<file path="src/rtl/bram_port_arbiter.sv">
// Round-robin arbiter sharing one BRAM port among numClients requesters.
// Reads return through per-client 2-entry buffers; credits keep the BRAM free of backpressure.
`timescale 1ns/1ps

module bram_port_arbiter_rbuf #(
   parameter int W = 36
) (
   input  logic         CLK,
   input  logic         RST,
   input  logic         i_req_valid,
   input  logic         i_req_write,
   input  logic         i_push,
   input  logic [W-1:0] i_push_data,
   input  logic         i_deq,
   output logic         o_elig,
   output logic         o_valid,
   output logic [W-1:0] o_head
);
   logic [1:0]   r_occ;
   logic [W-1:0] r_e0, r_e1;
   logic         w_pop;
   logic [2:0]   w_used;

   assign w_pop   = i_deq & (r_occ != 2'd0);
   // i_push doubles as the in-flight hit: a read issued last cycle lands here next edge
   assign w_used  = {1'b0, r_occ} + {2'b0, i_push};
   assign o_elig  = i_req_valid & (i_req_write | (w_used < 3'd2));
   assign o_valid = (r_occ != 2'd0);
   assign o_head  = r_e0;

   always_ff @(posedge CLK) begin
      if (RST) begin
         r_occ <= 2'd0;
         r_e0  <= '0;
         r_e1  <= '0;
      end else begin
         case ({i_push, w_pop})
            2'b10: begin
               if (r_occ == 2'd0) r_e0 <= i_push_data;
               else               r_e1 <= i_push_data;
               r_occ <= r_occ + 2'd1;
            end
            2'b01: begin
               r_e0  <= r_e1;
               r_occ <= r_occ - 2'd1;
            end
            2'b11: begin
               if (r_occ == 2'd1) begin
                  r_e0 <= i_push_data;
               end else begin
                  r_e0 <= r_e1;
                  r_e1 <= i_push_data;
               end
            end
            default: ;
         endcase
      end
   end
endmodule

module bram_port_arbiter #(
   parameter int dataWidth  = 36,
   parameter int addrWidth  = 9,
   parameter int numClients = 4
) (
   input  logic                             CLK,
   input  logic                             RST,
   input  logic [numClients-1:0]            req_valid,
   input  logic [numClients-1:0]            req_write,
   input  logic [numClients*addrWidth-1:0]  req_addr,
   input  logic [numClients*dataWidth-1:0]  req_data,
   output logic [numClients-1:0]            req_grant,
   output logic [numClients-1:0]            resp_valid,
   output logic [numClients*dataWidth-1:0]  resp_data,
   input  logic [numClients-1:0]            resp_deq,
   output logic                             bram_en,
   output logic                             bram_we,
   output logic [addrWidth-1:0]             bram_addr,
   output logic [dataWidth-1:0]             bram_di,
   input  logic [dataWidth-1:0]             bram_do
);
   localparam int IW = $clog2(numClients);

   logic [IW-1:0]         r_last;
   logic                  r_inflight_v;
   logic [IW-1:0]         r_inflight_id;
   logic [numClients-1:0] w_elig;
   logic [numClients-1:0] w_push;
   logic [IW-1:0]         w_win;
   logic                  w_any;

   genvar gi;
   generate
      for (gi = 0; gi < numClients; gi++) begin : g_client
         assign w_push[gi] = r_inflight_v & (r_inflight_id == IW'(gi));
         bram_port_arbiter_rbuf #(.W(dataWidth)) u_rbuf (
            .CLK         (CLK),
            .RST         (RST),
            .i_req_valid (req_valid[gi]),
            .i_req_write (req_write[gi]),
            .i_push      (w_push[gi]),
            .i_push_data (bram_do),
            .i_deq       (resp_deq[gi]),
            .o_elig      (w_elig[gi]),
            .o_valid     (resp_valid[gi]),
            .o_head      (resp_data[gi*dataWidth +: dataWidth])
         );
      end
   endgenerate

   // Search starts one past the last winner, wrapping, so every eligible client is reached in numClients cycles
   always_comb begin
      int idx;
      w_any     = 1'b0;
      w_win     = '0;
      req_grant = '0;
      for (int k = 1; k <= numClients; k++) begin
         idx = int'(r_last) + k;
         if (idx >= numClients) idx = idx - numClients;
         if (!w_any && w_elig[idx]) begin
            w_any = 1'b1;
            w_win = IW'(idx);
         end
      end
      if (RST) w_any = 1'b0;
      if (w_any) req_grant[w_win] = 1'b1;
   end

   assign bram_en   = w_any;
   assign bram_we   = w_any & req_write[w_win];
   assign bram_addr = w_any ? req_addr[w_win*addrWidth +: addrWidth] : '0;
   assign bram_di   = w_any ? req_data[w_win*dataWidth +: dataWidth] : '0;

   always_ff @(posedge CLK) begin
      if (RST) begin
         r_last        <= IW'(numClients - 1);
         r_inflight_v  <= 1'b0;
         r_inflight_id <= '0;
      end else begin
         if (w_any) r_last <= w_win;
         r_inflight_v  <= w_any & ~req_write[w_win];
         r_inflight_id <= w_win;
      end
   end
endmodule

</file>
<file path="config.mk">
export PLATFORM = sky130hd
export DESIGN_NAME = bram_port_arbiter
export DESIGN_NICKNAME = d
export VERILOG_FILES = /design/src/rtl/bram_port_arbiter.sv
export SDC_FILE = /design/constraint.sdc
export NUM_CORES = 1
export LEC_CHECK = 0
export BUFFER_PORTS_ARGS = -buffer_cell sky130_fd_sc_hd__buf_2
export CAP_MARGIN = 10
export CORE_AREA = 2 2 167 169
export CTS_BUF_LIST = sky130_fd_sc_hd__clkbuf_8
export DETAILED_ROUTE_END_ITERATION = 10
export DIE_AREA = 0 0 169 171
export PLACE_DENSITY_LB_ADDON = 0.3
export SLEW_MARGIN = 30
export SYNTH_ARGS = -nofsm -noshare
export SYNTH_HDL_FRONTEND = slang
export SYNTH_SLANG_ARGS = --single-unit
</file>
<file path="constraint.sdc">
create_clock -name CLK -period 4.8 [get_ports CLK]
set_clock_uncertainty 0.05 [all_clocks]
set_input_delay 0.24 -clock CLK [delete_from_list [all_inputs] [get_ports CLK]]
set_output_delay 0.24 -clock CLK [all_outputs]
set_load 0.01 [all_outputs]
</file>
Word-level counts from Yosys, hierarchy flattened
Cells that the tools add are included.
- equality and inequality tests: 31
- mux-type cells: 60
- order comparisons: 14
- bitwise logic cells: 19
- reduce and logical (&&, ||, !) cells: 36
- shift operators: 2
- $mul: 2
- $add $sub $neg: 20
- operator list (operator ; count):
    36-bit two-way mux ; 17
    36-bit case mux with 3 select lines ; 4
    36-bit case mux with 2 select lines ; 4
    144-bit by 9-bit indexed part select with 36-bit output ; 1
    32-bit by 4-bit < comparator with 1-bit output, second input constant ; 4
    32-bit two-way mux ; 4
    36-bit by 7-bit indexed part select with 9-bit output ; 1
    2-bit nonzero test ; 12
    2-bit == test, second input constant ; 10
    2-bit by 1-bit == test with 1-bit output, second input constant ; 9
    2-bit != test, second input constant ; 8
    2-bit case mux with 2 select lines ; 4
    1-bit two-way mux ; 15
    1-bit bitwise AND ; 14
    2-bit by 1-bit adder with 3-bit output ; 4
    3-bit by 2-bit < comparator with 1-bit output, second input constant ; 4
    2-bit by 4-bit multiplier with 6-bit output, second input constant ; 2
    3-bit AND reduction ; 4
    3-bit nonzero test ; 4
    3-bit by 3-bit subtractor with 4-bit output, second input constant ; 3
    1-bit binary-select mux with 2-bit select ; 5
    2-bit zero test ; 5
    3-bit greater-or-equal comparator, second input constant ; 3
    9-bit two-way mux ; 1
    18 further kinds ; 42
- bits of input ports: 230
- word-level logic and storage cells: 199
- bits in registers: 301

Depth between registers and ports, before layout
Gate-level depths: netlist (run 1).
- word-level depth: 24
- depth in mapped cells: 12

Cells and area by module
From an unflattened synthesis (run 1), not the netlist that was laid out.
- cells, all modules: 1801
- area total of the unflattened synthesis: 15444.8 um2
- by module, submodules not included (module ; area each (um2) ; times used ; cells each):
    bram_port_arbiter_rbuf at g_client[0].u_rbuf ... ; 3399.5 ; 2 ; 400
    bram_port_arbiter_rbuf at g_client[3].u_rbuf ; 3350.7 ; 1 ; 401
    bram_port_arbiter_rbuf at g_client[2].u_rbuf ; 3343.2 ; 1 ; 400
    bram_port_arbiter ; 1951.9 ; 1 ; 200

Least setup slack after synthesis (run 1)
Ideal clock, no wire load.
- path type: flip-flop to flip-flop
- start point: reg g_client[1].u_rbuf.r_occ[0]
- end point: reg g_client[1].u_rbuf.r_e0[0]
- required time: 4664 ps
- cell stages (with the launch flop): 11
- setup slack: 2520 ps
- data arrival time: 2144 ps
- library setup time: 86 ps
- cells stage by stage: dfxtp_1 > inv_1 > ha_1 > nor2b_1 > ha_1 > clkbuf_1 > nand2_1 > o21ai_1 > clkbuf_1 > a22oi_1 > a211oi_1
- word-level cells in the longest chain between the ends: 5
- RTL lines (what ; line ; RTL):
    start, declared ; 19 ; logic [1:0] r_occ;
    start signal, assigned ; 41 ; r_occ <= r_occ + 2'd1;
    start signal, assigned ; 45 ; r_occ <= r_occ - 2'd1;
    2-bit nonzero test ; 24 ; assign w_pop = i_deq & (r_occ != 2'd0);
    1-bit bitwise AND ; 24 ;
    2-bit == test / 2-bit by 1-bit == test with 1-bit output (equally long branches) ; 37 ; case ({i_push, w_pop})
    2-bit by 1-bit != test with 1-bit output (no line) / 3-bit nonzero test (equally long branches) ; n/a ;
    2-bit AND reduction (no line) ; n/a ;
    end signal, assigned ; 39 ; if (r_occ == 2'd0) r_e0 <= i_push_data;
    end signal, assigned ; 44 ; r_e0 <= r_e1;
    end signal, assigned ; 49 ; r_e0 <= i_push_data;
    end, declared ; 20 ; logic [W-1:0] r_e0, r_e1;
Several ways; a longest one is shown, not always the timed one.
A chain may end at the register's enable or synchronous reset.

Worst setup path after layout (run 1)
- start point: reg r_inflight_id[1]
- end point: out bram_di[9]
- word-level cells in the longest chain between the ends: 22
- RTL lines (what ; line ; RTL):
    start, declared ; 86 ; logic [IW-1:0] r_inflight_id;
    start signal, assigned ; 142 ; r_inflight_id <= w_win;
    2-bit by 1-bit == test with 1-bit output (tied with other cells) ; 95 ; assign w_push[gi] = r_inflight_v & (r_inflight_id == IW'(gi));
    1-bit bitwise AND ; 95 ;
    2-bit by 1-bit adder with 3-bit output ; 26 ; assign w_used = {1'b0, r_occ} + {2'b0, i_push};
    3-bit by 2-bit < comparator with 1-bit output ; 27 ; assign o_elig = i_req_valid & (i_req_write | (w_used < 3'd2));
    1-bit bitwise OR ; 27 ;
    1-bit bitwise AND ; 27 ;
    1-bit binary-select mux with 2-bit select ; 120 ; if (!w_any && w_elig[idx]) begin
    1-bit two-way mux (implied by the code) (2 in a row) ; 120 ;
    [... 5 more ...] ; n/a ;
    1-bit logical AND ; 120 ;
    1-bit two-way mux ; 120 ;
    1-bit zero test ; 120 ;
    1-bit logical AND ; 120 ;
    2-bit two-way mux ; 120 ;
    2-bit by 4-bit multiplier with 6-bit output ; 132 ; assign bram_di = w_any ? req_data[w_win*dataWidth +: dataWidth] : '0;
    144-bit by 9-bit indexed part select with 36-bit output ; 132 ;
    36-bit two-way mux * ; 132 ;
    end, declared ; 79 ; output logic [dataWidth-1:0] bram_di,
Mark *: on every way between the ends. The rest lies on a longest branch, timed or not. The select of a mux whose other input is x is not followed.

==> results of run 1 <==
-- repair_timing --
item                                    4_1_cts  5_1_grt
hold buffers                                 36        0
hold endpoints to repair                    144        0
endpoints found under the setup margin        0        0
-- registers in the layout, summed over array words and instances (netlist names) --
register                flops
r_inflight_v                1
g_client.u_rbuf.r_e1      144
g_client.u_rbuf.o_head    144
r_inflight_id               2
g_client.u_rbuf.r_occ       8
r_last                      2
-- layer usage --
layer  wire length (um)  vias up  track usage, %
li1                   -     6476               -
met1              18670     6547           37.61
met2              23030      580           54.26
met3               3950      115           7.865
met4               2100        2           14.53
met5                 13        -               0
-- through the flow --
step / hold WS [ps] / power (mW) / util [%] / instance area, um2 / std cells
3_3_place_gp: 391.1 / 7.694 / 57.71 / 15770 / 2243
6_report: 35.41 / 10.06 / 63.15 / 17250 / 2378
4_1_cts: 8.617 / 10.08 / 63.10 / 17240 / 2373
5_1_grt: 40.70 / 10.66 / 63.14 / 17250 / 2377
3_5_place_dp: 396.2 / 7.857 / 58.18 / 15900 / 2248
2_1_floorplan: 293.4 / 6.242 / - / 13600 / 1627
-- final cells by class --
| type | count | area share (%) |
|---|---|---|
| Clock inverter | 29 | 0.9137 |
| Sequential cell | 301 | 34.92 |
| Timing Repair Buffer | 489 | 16.37 |
| Multi-Input combinational cell | 1119 | 39.79 |
| Tap cell | 346 | 2.509 |
| Inverter | 29 | 0.6309 |
| Clock buffer | 60 | 4.786 |
| Antenna cell | 5 | 0.07252 |
-- worst max path at each step --
stage | from | endpoint | slack (ps) | cells past startpoint
6_report | r_inflight_id[1]$_SDFF_PP0_ | bram_di[9] | 930 | 9
5_1_grt | r_inflight_id[0]$_SDFF_PP0_ | bram_di[9] | 720 | 9
4_1_cts | r_inflight_id[1]$_SDFF_PP0_ | bram_addr[1] | 930 | 10
3_5_place_dp | r_inflight_id[1]$_SDFF_PP0_ | bram_addr[1] | 1550 | 10
3_3_place_gp | r_inflight_v$_SDFF_PP0_ | bram_di[9] | 1600 | 7
2_1_floorplan | g_client[1].u_rbuf.r_occ[0]$_SDFFE_PP0P_ | g_client[1].u_rbuf.o_head[0]$_SDFFE_PP0P_ | 2520 | 10
-- cells by family (layout without fill, tap and decap cells) --
logic type / count (synthesis) / count (layout) / share of synthesized area (%)
DFF: 301 / 301 / 44.29
other: 0 / 5 / 0
xor gates and xnor gates: 8 / 8 / 0.5151
muxes: 95 / 95 / 7.008
adders and majority gates: 20 / 20 / 1.839
buffers and inverters: 207 / 607 / 6.502
AOI/OAI and AO/OA: 519 / 519 / 26.25
and+or+nand+nor: 477 / 477 / 13.59
-- cells in the mapped netlist, drive strengths merged (2+ instances only) --
cell and n:
mux2 2, xor2 2, xnor2 6, nand2b 4
inv 29, buf 31, a211oi 149, nor2b 10
mux2i 93, clkbuf 147, o211ai 2, ha 20
nor2 159, dfxtp 301, and3b 2, a2111oi 2
a21o 3, a21oi 147, nand2 298, a22oi 147
o21a 4, o21ai 11, o22ai 47
-- worst max-delay path: stages, from the launching register on --
cell	delay, ps
dfxtp_1	340
and3b_1	320
inv_2	100
o311ai_4	290
nand2b_1	140
a221oi_4	790
buf_12	320
mux2i_1	120
o22ai_1	380
buf_2	220
-- power breakdown --
group          switching [mW]  internal [mW]  leakage, nW
Sequential              0.385           3.18         2.45
Clock                    1.01           1.19        0.589
Combinational            2.67           1.64         4.38
Total                    4.06           6.00         7.42
==> impl_results.md, run 1 <==
* Outcome: complete, no violations
* Final period util at 80.67%
* TritonCTS clock tree: done
* Antenna violations before repair at 5
* Endpoint class of the critical path: output port
* Num Clock Sinks at 301
* Final worst path period need at 3872 ps
* Synthesis warning total at 0
* Die Area at 0.02890 mm2
* DRC errors left at 0
* Arrival time worst endpoint at 3580 ps
* Drt wl/cell at 20.09 um
* Power density relative to cell area at 583.1 mW/mm2
* Total congestion overflow at 0
* Yosys top cell area share at 44.29%
* Hpwl dp at 31.90 mm
* Reg-to-reg setup timing slack at 1830 ps
* Cell chosen for the clock root: clkbuf_8
* Cell area after synthesis at 0.01360 mm2
* Normalized max-slew margin at 25.28%
* Drt total wl at 47.77 mm
* Max Freq at 0.2583 GHz
* Multi-input combinational cell area at 0.006865 mm2
* Count of boundary I/O pins at 429
* Setup-violating endpoint count in the final report at 0
* Required arrival time at the worst endpoint at 4510 ps
* Hold wc startpoint: req_write[3]
* Slew @ Worst Pin at 1121 ps
* Count of final max-slew check failures at 0
* Number of global-route vias before repair at 12830
* Inserted Clock Buffers at 50
* Sort of element at the start of the critical path: flop
* DIE WIDTH at 169 um
* Min setup slack post-route at 927.9 ps
* Pre-antenna DRT Iters at 5
* Worst Hold Class: in -> reg
* Unrepaired setup endpoints after global routing: false
* Count of distinct cell types in the synthesized netlist at 41
* Filler Cell Count at 2334
* Layout overhead on the synthesized area at 26.83%
* Proportion of register bits with asynchronous set or reset after synthesis at 0%
* Most frequent standard cell in the layout excluding fill and tap cells: buf_2
* Start of the worst register-to-register path: g_client[0].u_rbuf.r_occ[1]$_SDFFE_PP0P_
* Top cell type by total area after synthesis: dfxtp_1
* Most used cells in the layout excluding fill and tap cells: buf_2, dfxtp_1, nand2_1
* Number of nets in the layout at 2240
* Mean instance size in the synthesized netlist at 8.362 um2
* Core Box Area at 0.02732 mm2
* Post-synthesis net count at 1877
* Reg clk slew, reported paths at 60 ps
* Initial Util at 49.79%
* Number of buffers on the longest clock path at 3
* Leakage at 7.421 nW
* Reg2reg path depth at 10
* Vias at 13720
* Row count at 61
* Post-synthesis instance total at 1627
* Maximum number of pins on one net before global-route repair at 201
* Share of the yosys chip area belonging to registers at 44.29%
* Final Hold Viols at 0
* Seq. cell area at 0.006026 mm2
* Final antenna-violating net count at 0
* Number of synthesized flops with an enable pin at 0
* Worst Hold End: r_inflight_v$_SDFF_PP0_
* PortBufs at 428
* Leading post-synthesis cells by cell area: dfxtp_1, a211oi_1, nand2_1
* Post-cts sizing count at 0
* Critical register-to-register path endpoint: g_client[0].u_rbuf.r_e1[9]$_SDFFE_PP0P_
* Crit Path Class: reg -> out
* Height of the die at 171 um
* Global-route wire length before repair at 71.33 mm
* Number of H-tree levels at 2
* Hold path cells at 3
* Average vias per placed instance at 5.770
* Layout cells sized above 1 at 27.58%
* Global-route usage over all layers at 31.69%
* Number of register bits inferred by synthesis at 301
* Biggest fanout along the worst timing path at 32
* Initial drt markers at 1085
* VDD IR max at 343.2 uV
* Clock network latency to the later pin of the worst-skew pair at 570 ps
* Routability congestion estimate from global placement at 0.9951
* Most instantiated flip-flop cell in the synthesis netlist: dfxtp_1
* TNS Setup at 0 ps
* Worst Setup Slack post-DPL at 1550 ps
* Buffers inserted by post-CTS timing repair at 0
* Number of max-capacitance violations reported at 0
(Power assumes the default switching activity.)
==> run 2: changes to the inputs <==
--- a/config.mk
+++ b/config.mk
@@ -7,10 +7,10 @@
 export LEC_CHECK = 0
 export BUFFER_PORTS_ARGS = -buffer_cell sky130_fd_sc_hd__buf_2
 export CAP_MARGIN = 10
-export CORE_AREA = 2 2 167 169
+export CORE_AREA = 2 2 169 171
 export CTS_BUF_LIST = sky130_fd_sc_hd__clkbuf_8
 export DETAILED_ROUTE_END_ITERATION = 10
-export DIE_AREA = 0 0 169 171
+export DIE_AREA = 0 0 171 173
 export PLACE_DENSITY_LB_ADDON = 0.3
 export SLEW_MARGIN = 30
 export SYNTH_ARGS = -nofsm -noshare
==> constraint.sdc (replaced) <==
create_clock -name CLK -period 4 [get_ports CLK]
set_clock_uncertainty 0.05 [all_clocks]
set_input_delay 0.2 -clock CLK [delete_from_list [all_inputs] [get_ports CLK]]
set_output_delay 0.2 -clock CLK [all_outputs]
set_load 0.01 [all_outputs]
==> run 2 against run 1 <==
Sequential share of layout area decreased by 0.13 points; sequential power increased by 21%; flip-flop and latch count did not move; register-to-register slack got worse by 1100 ps; die area rose by 2.4%; hold slack got worse by 11 ps; global-route usage about the same; first-iteration DRC count down 6.9%; via count is 0.71% lower; worst setup slack got worse by 600 ps; cell count up 1.0%; largest power group unchanged; clock power grew 20%.
==> impl_results.md, run 2 (same netlist as run 1, synthesis figures left out) <==
* Final worst path period need at 3676 ps
* Final period util at 91.90%
* DRC errors left at 0
* Number of nets in the layout at 2241
* Normalized max-slew margin at 34.54%
* TNS Setup at 0 ps
* Leakage at 7.415 nW
* Final antenna-violating net count at 0
* TritonCTS clock tree: done
* Drt wl/cell at 20.23 um
* Hold path cells at 2
* Hold Slack at 24.33 ps
* Total congestion overflow at 0
* Global-route wire length before repair at 73.49 mm
* Cell Area, Placed at 0.01596 mm2
* Overall power consumption at 12.12 mW
* Routability congestion estimate from global placement at 1.018
* Power share of the combinational group at 42.8%
* Inserted Clock Buffers at 49
* VDD IR max at 364.0 uV
* Count of boundary I/O pins at 429
* Antenna violations before repair at 2
* Drt total wl at 48.59 mm
* Final Hold Viols at 0
* Part of the total power dissipated in sequential elements at 35.7%
* Global-route layer with the greatest usage: met2
* Series of cell instances along the critical path: nor3b_2, a2111oi_0, o32ai_1, nor2_1, nand2_2, buf_4, o22ai_1, buf_2
* Die Area at 0.02958 mm2
* Power density relative to cell area at 699.8 mW/mm2
* GR met3 Demand/Resource at 9.064%
* Row count at 61
* Num Clock Sinks at 301
* Pre-antenna DRT Iters at 6
* Initial drt markers at 1010
* Number of max-capacitance violations reported at 0
* Core Box Area at 0.02763 mm2
* Arrival time worst endpoint at 3430 ps
* M2 GR Usage at 53.07%
* Clock network latency to the later pin of the worst-skew pair at 600 ps
* Average vias per placed instance at 5.672
* DIE WIDTH at 171 um
* Maximum number of pins on one net before global-route repair at 113
* Most used cells in the layout excluding fill and tap cells: buf_2, dfxtp_1, nand2_1
* Total net switching power at 4.925 mW
* Global-route usage over all layers at 31.68%
* Height of the die at 173 um
* Unrepaired setup endpoints after global routing: false
* PortBufs at 428
* Number of global-route vias before repair at 13100
* Reg2reg path depth at 8
* Vias at 13620
* Buffers inserted by post-CTS timing repair at 0
* Cell Int Power at 7.196 mW
* Critical-path top delay cell: o32ai_1
* Layout overhead on the synthesized area at 27.32%
* Proportion of total power due to net switching at 40.63%
* Largest stage delay on the critical path at 560 ps
* Cell chosen for the clock root: clkbuf_8
* Max Freq at 0.2720 GHz
* Reg clk slew, reported paths at 60 ps
* Number of H-tree levels at 2
* Layout cells sized above 1 at 27.79%
* Endpoint class of the critical path: output port
* Required arrival time at the worst endpoint at 3750 ps
* Number of buffers on the longest clock path at 3
* Slew @ Worst Pin at 981.9 ps
* Outcome: complete, no violations
* Most frequent standard cell in the layout excluding fill and tap cells: buf_2
* Final Core Density at 62.69%
* Sort of element at the start of the critical path: flop
* Count of final max-slew check failures at 0
* Hpwl dp at 32.92 mm
* Share of total power in the clock network at 21.6%
* Setup-violating endpoint count in the final report at 0
* Met1 usage in global routing at 37.53%
* Worst Hold Class: in -> reg
* Final design area excluding fillers at 0.01732 mm2
* Post-cts sizing count at 0
* Initial Util at 49.24%
* Biggest fanout along the worst timing path at 39
* Crit Path Class: reg -> out
## run 2: layout make-up
| type | instances | area [um2] |
|---|---|---|
| fillers | 2382 | 10310 |
| multi-input cells | 1119 | 6858 |
| flip-flops and latches | 301 | 6026 |
| repair buffers | 491 | 2902 |
| clock buffers | 61 | 839.6 |
| well taps | 378 | 473.0 |
| clock inverters | 21 | 108.9 |
| inverters | 29 | 108.9 |
| diodes | 2 | 5.005 |
## run 2: worst paths after layout
check	start	endpoint	slack, ps
max	r_inflight_id[1]$_SDFF_PP0_	bram_di[4]	320
min	RST	g_client[2].u_rbuf.r_occ[0]$_SDFFE_PP0P_	20
max reg2reg	r_inflight_id[1]$_SDFF_PP0_	r_inflight_v$_SDFF_PP0_	720
min reg2reg	g_client[1].u_rbuf.r_e1[31]$_SDFFE_PP0P_	g_client[1].u_rbuf.r_e1[31]$_SDFFE_PP0P_	400
## run 2: worst max-delay path, delay by kind of cell, from the launching register on
| kind | cells | cell delay (ps) |
|---|---|---|
| AND/OR/NAND/NOR | 3 | 800 |
| buffers and inverters | 2 | 680 |
| AO/OA/AOI/OAI | 3 | 1010 |
| flip-flops | 1 | 340 |
## run 2: power by group through the flow
stage / combinational (mW) / clock [mW] / sequential (mW)
floorplan: 2.94 / 0 / 4.55
CTS: 5.15 / 2.65 / 4.31
finish: 5.18 / 2.62 / 4.32
global route: 5.66 / 2.78 / 4.41
detailed placement: 5.10 / 0 / 4.36
global placement: 4.88 / 0 / 4.34
## run 2: timing repair
item	in CTS	in global routing
setup endpoints to repair	0	0
hold endpoints to repair	158	0
hold buffers	38	0
## run 2: layer usage
| metal | part of all wire, % | routed length (um) |
|---|---|---|
| met1 | 38 | 18600 |
| met4 | 4.3 | 2088 |
| met2 | 48 | 23200 |
| met3 | 9.7 | 4705 |
| met5 | 0 | 0 |
## run 2: per-stage QoR
stage / cells / setup slack [ps]
6_report: 2402 / 323.9
3_5_place_dp: 2279 / 971.8
4_1_cts: 2399 / 341.5
3_3_place_gp: 2273 / 1023
5_1_grt: 2401 / 141.2
2_1_floorplan: 1627 / 1720
==> run 3: changes to the inputs <==
--- a/config.mk
+++ b/config.mk
@@ -7,10 +7,10 @@
 export LEC_CHECK = 0
 export BUFFER_PORTS_ARGS = -buffer_cell sky130_fd_sc_hd__buf_2
 export CAP_MARGIN = 10
-export CORE_AREA = 2 2 169 171
+export CORE_MARGIN = 2
+export CORE_UTILIZATION = 43
 export CTS_BUF_LIST = sky130_fd_sc_hd__clkbuf_8
 export DETAILED_ROUTE_END_ITERATION = 10
-export DIE_AREA = 0 0 171 173
 export PLACE_DENSITY_LB_ADDON = 0.3
 export SLEW_MARGIN = 30
 export SYNTH_ARGS = -nofsm -noshare
==> run 3 against run 2 <==
Sequential share of layout area rose by 0.12 points; die area rose by 12%; sequential power barely moved; largest power group unchanged.
==> impl_results.md, run 3 (same netlist as run 1, synthesis figures left out) <==
* Drt wl/cell at 20.42 um
* GR met3 Demand/Resource at 6.919%
* Final design area excluding fillers at 0.01726 mm2
* Hold path cells at 2
* Required arrival time at the worst endpoint at 3750 ps
* Height of the die at 181.9 um
* Number of global-route vias before repair at 12850
* Final Hold Viols at 0
* Layout overhead on the synthesized area at 26.87%
* Leakage at 7.387 nW
* Inserted Clock Buffers at 49
* DRC errors left at 0
* M2 GR Usage at 50.62%
* TritonCTS clock tree: done
* Part of the total power dissipated in sequential elements at 36.0%
* Power share of the combinational group at 42.8%
* Crit Path Class: reg -> out
* Global-route usage over all layers at 29.12%
* Maximum number of pins on one net before global-route repair at 185
* Reg2reg path depth at 7
* Antenna violations before repair at 7
* Share of total power in the clock network at 21.3%
* Count of boundary I/O pins at 429
* Proportion of total power due to net switching at 40.44%
* Most used cells in the layout excluding fill and tap cells: buf_2, dfxtp_1, nand2_1
* Number of nets in the layout at 2242
* Die Area at 0.03308 mm2
* Max Freq at 0.2721 GHz
* Number of buffer and inverter instances along the worst setup path at 2
* Number of buffers on the longest clock path at 3
* Met1 usage in global routing at 33.44%
* Final antenna-violating net count at 0
* Cell Area, Placed at 0.01593 mm2
* DIE WIDTH at 181.9 um
* Largest stage delay on the critical path at 760 ps
* Number of max-capacitance violations reported at 0
* Total congestion overflow at 0
* Reg-to-reg setup timing slack at 830 ps
* Top delay family on crit path: compound AO/OA/AOI/OAI gates
* Count of final max-slew check failures at 0
* Drt total wl at 49.68 mm
* Endpoint class of the critical path: output port
* Hold Slack at 82.15 ps
* Slew @ Worst Pin at 918.4 ps
* Number of hold-repair buffers added at the cts stage at 38
* Clock network latency to the later pin of the worst-skew pair at 560 ps
* Pre-antenna DRT Iters at 5
* Worst Setup Slack post-DPL at 892.4 ps
* Normalized max-slew margin at 38.77%
* Global-route layer with the greatest usage: met2
* Sort of element at the start of the critical path: flop
* Cell Int Power at 7.139 mW
* Global-route wire length before repair at 75.04 mm
* Total net switching power at 4.847 mW
* Critical register-to-register path endpoint: r_inflight_v$_SDFF_PP0_
* Layout cells sized above 1 at 27.47%
* Min setup slack post-route at 324.6 ps
* Core Box Area at 0.03139 mm2
* Most frequent standard cell in the layout excluding fill and tap cells: buf_2
* Initial drt markers at 941
* Final period util at 91.88%
* Buffers inserted by post-CTS timing repair at 0
* Final worst path period need at 3675 ps
* Critical-path top delay cell: a221oi_4
* Start of the worst register-to-register path: r_inflight_id[1]$_SDFF_PP0_
* VDD IR max at 367.0 uV
* Arrival time worst endpoint at 3430 ps
* Biggest fanout along the worst timing path at 45
* Cell chosen for the clock root: clkbuf_8
* Reg clk slew, reported paths at 60 ps
* PortBufs at 428
* Unrepaired setup endpoints after global routing: false
* Worst Hold End: g_client[3].u_rbuf.r_occ[0]$_SDFFE_PP0P_
* Outcome: complete, no violations
* Num Clock Sinks at 301
* Initial Util at 43.34%
* Hold wc startpoint: RST
* Setup-violating endpoint count in the final report at 0
* TNS Setup at 0 ps
* Post-cts sizing count at 0
* Hpwl dp at 33.82 mm
* Row count at 65
* Average vias per placed instance at 5.533
* Worst Hold Class: in -> reg
* Power density relative to cell area at 694.4 mW/mm2
* Routability congestion estimate from global placement at 0.9995
* Vias at 13460
* Series of cell instances along the critical path: nor3b_2, a211oi_1, nand2b_1, a221oi_4, buf_12, mux2i_1, o22ai_1, buf_2
* Number of H-tree levels at 2
## run 3: cell count changes in the layout (fill, tap and decap cells not counted), sizes merged
cell / before / now
buf: 453 / 454
clkinv: 6 / 3
diode: 2 / 7
inv: 44 / 48
## run 3: how the worst max path moves through the flow
| stage | from | to | slack [ps] | cells past startpoint |
|---|---|---|---|---|
| after floorplan | g_client[1].u_rbuf.r_occ[0]$_SDFFE_PP0P_ | g_client[1].u_rbuf.o_head[0]$_SDFFE_PP0P_ | 1720 | 10 |
| after global placement | r_inflight_v$_SDFF_PP0_ | bram_di[3] | 1020 | 8 |
| after detailed placement | r_inflight_id[1]$_SDFF_PP0_ | bram_di[2] | 890 | 8 |
| after CTS | r_inflight_id[1]$_SDFF_PP0_ | bram_di[2] | 280 | 8 |
| after global routing | r_inflight_v$_SDFF_PP0_ | bram_di[6] | 90 | 8 |
| final | r_inflight_id[1]$_SDFF_PP0_ | bram_di[2] | 320 | 8 |
## run 3: through the flow
stage	utilization, %	power [mW]	cells
after floorplan	-	7.491	1627
after global placement	50.57	9.276	2303
after detailed placement	50.74	9.442	2305
after CTS	54.93	12.04	2426
after global routing	54.98	12.75	2433
final	54.98	11.99	2433
## run 3: cell type report
| type | instances | area, um2 |
|---|---|---|
| Sequential cell | 301 | 6026 |
| Inverter | 29 | 108.9 |
| Multi-Input combinational cell | 1119 | 6854 |
| Tap cell | 402 | 503.0 |
| Clock inverter | 22 | 93.84 |
| Timing Repair Buffer | 492 | 2818 |
| Fill cell | 2881 | 14130 |
| Clock buffer | 61 | 839.6 |
| Antenna cell | 7 | 17.52 |
## run 3: routing by layer
metal | vias up | part of all wire, %
li1 | 6467 | -
met1 | 6359 | 38
met2 | 546 | 50
met3 | 91 | 8.1
met4 | 0 | 4.4
met5 | - | 0
## run 3: power by group through the flow
stage	clock network [mW]	logic [mW]	registers (mW)
global placement	0	4.93	4.35
finish	2.55	5.13	4.31
global route	2.74	5.61	4.39
detailed placement	0	5.08	4.36
CTS	2.60	5.13	4.31
floorplan	0	2.94	4.55
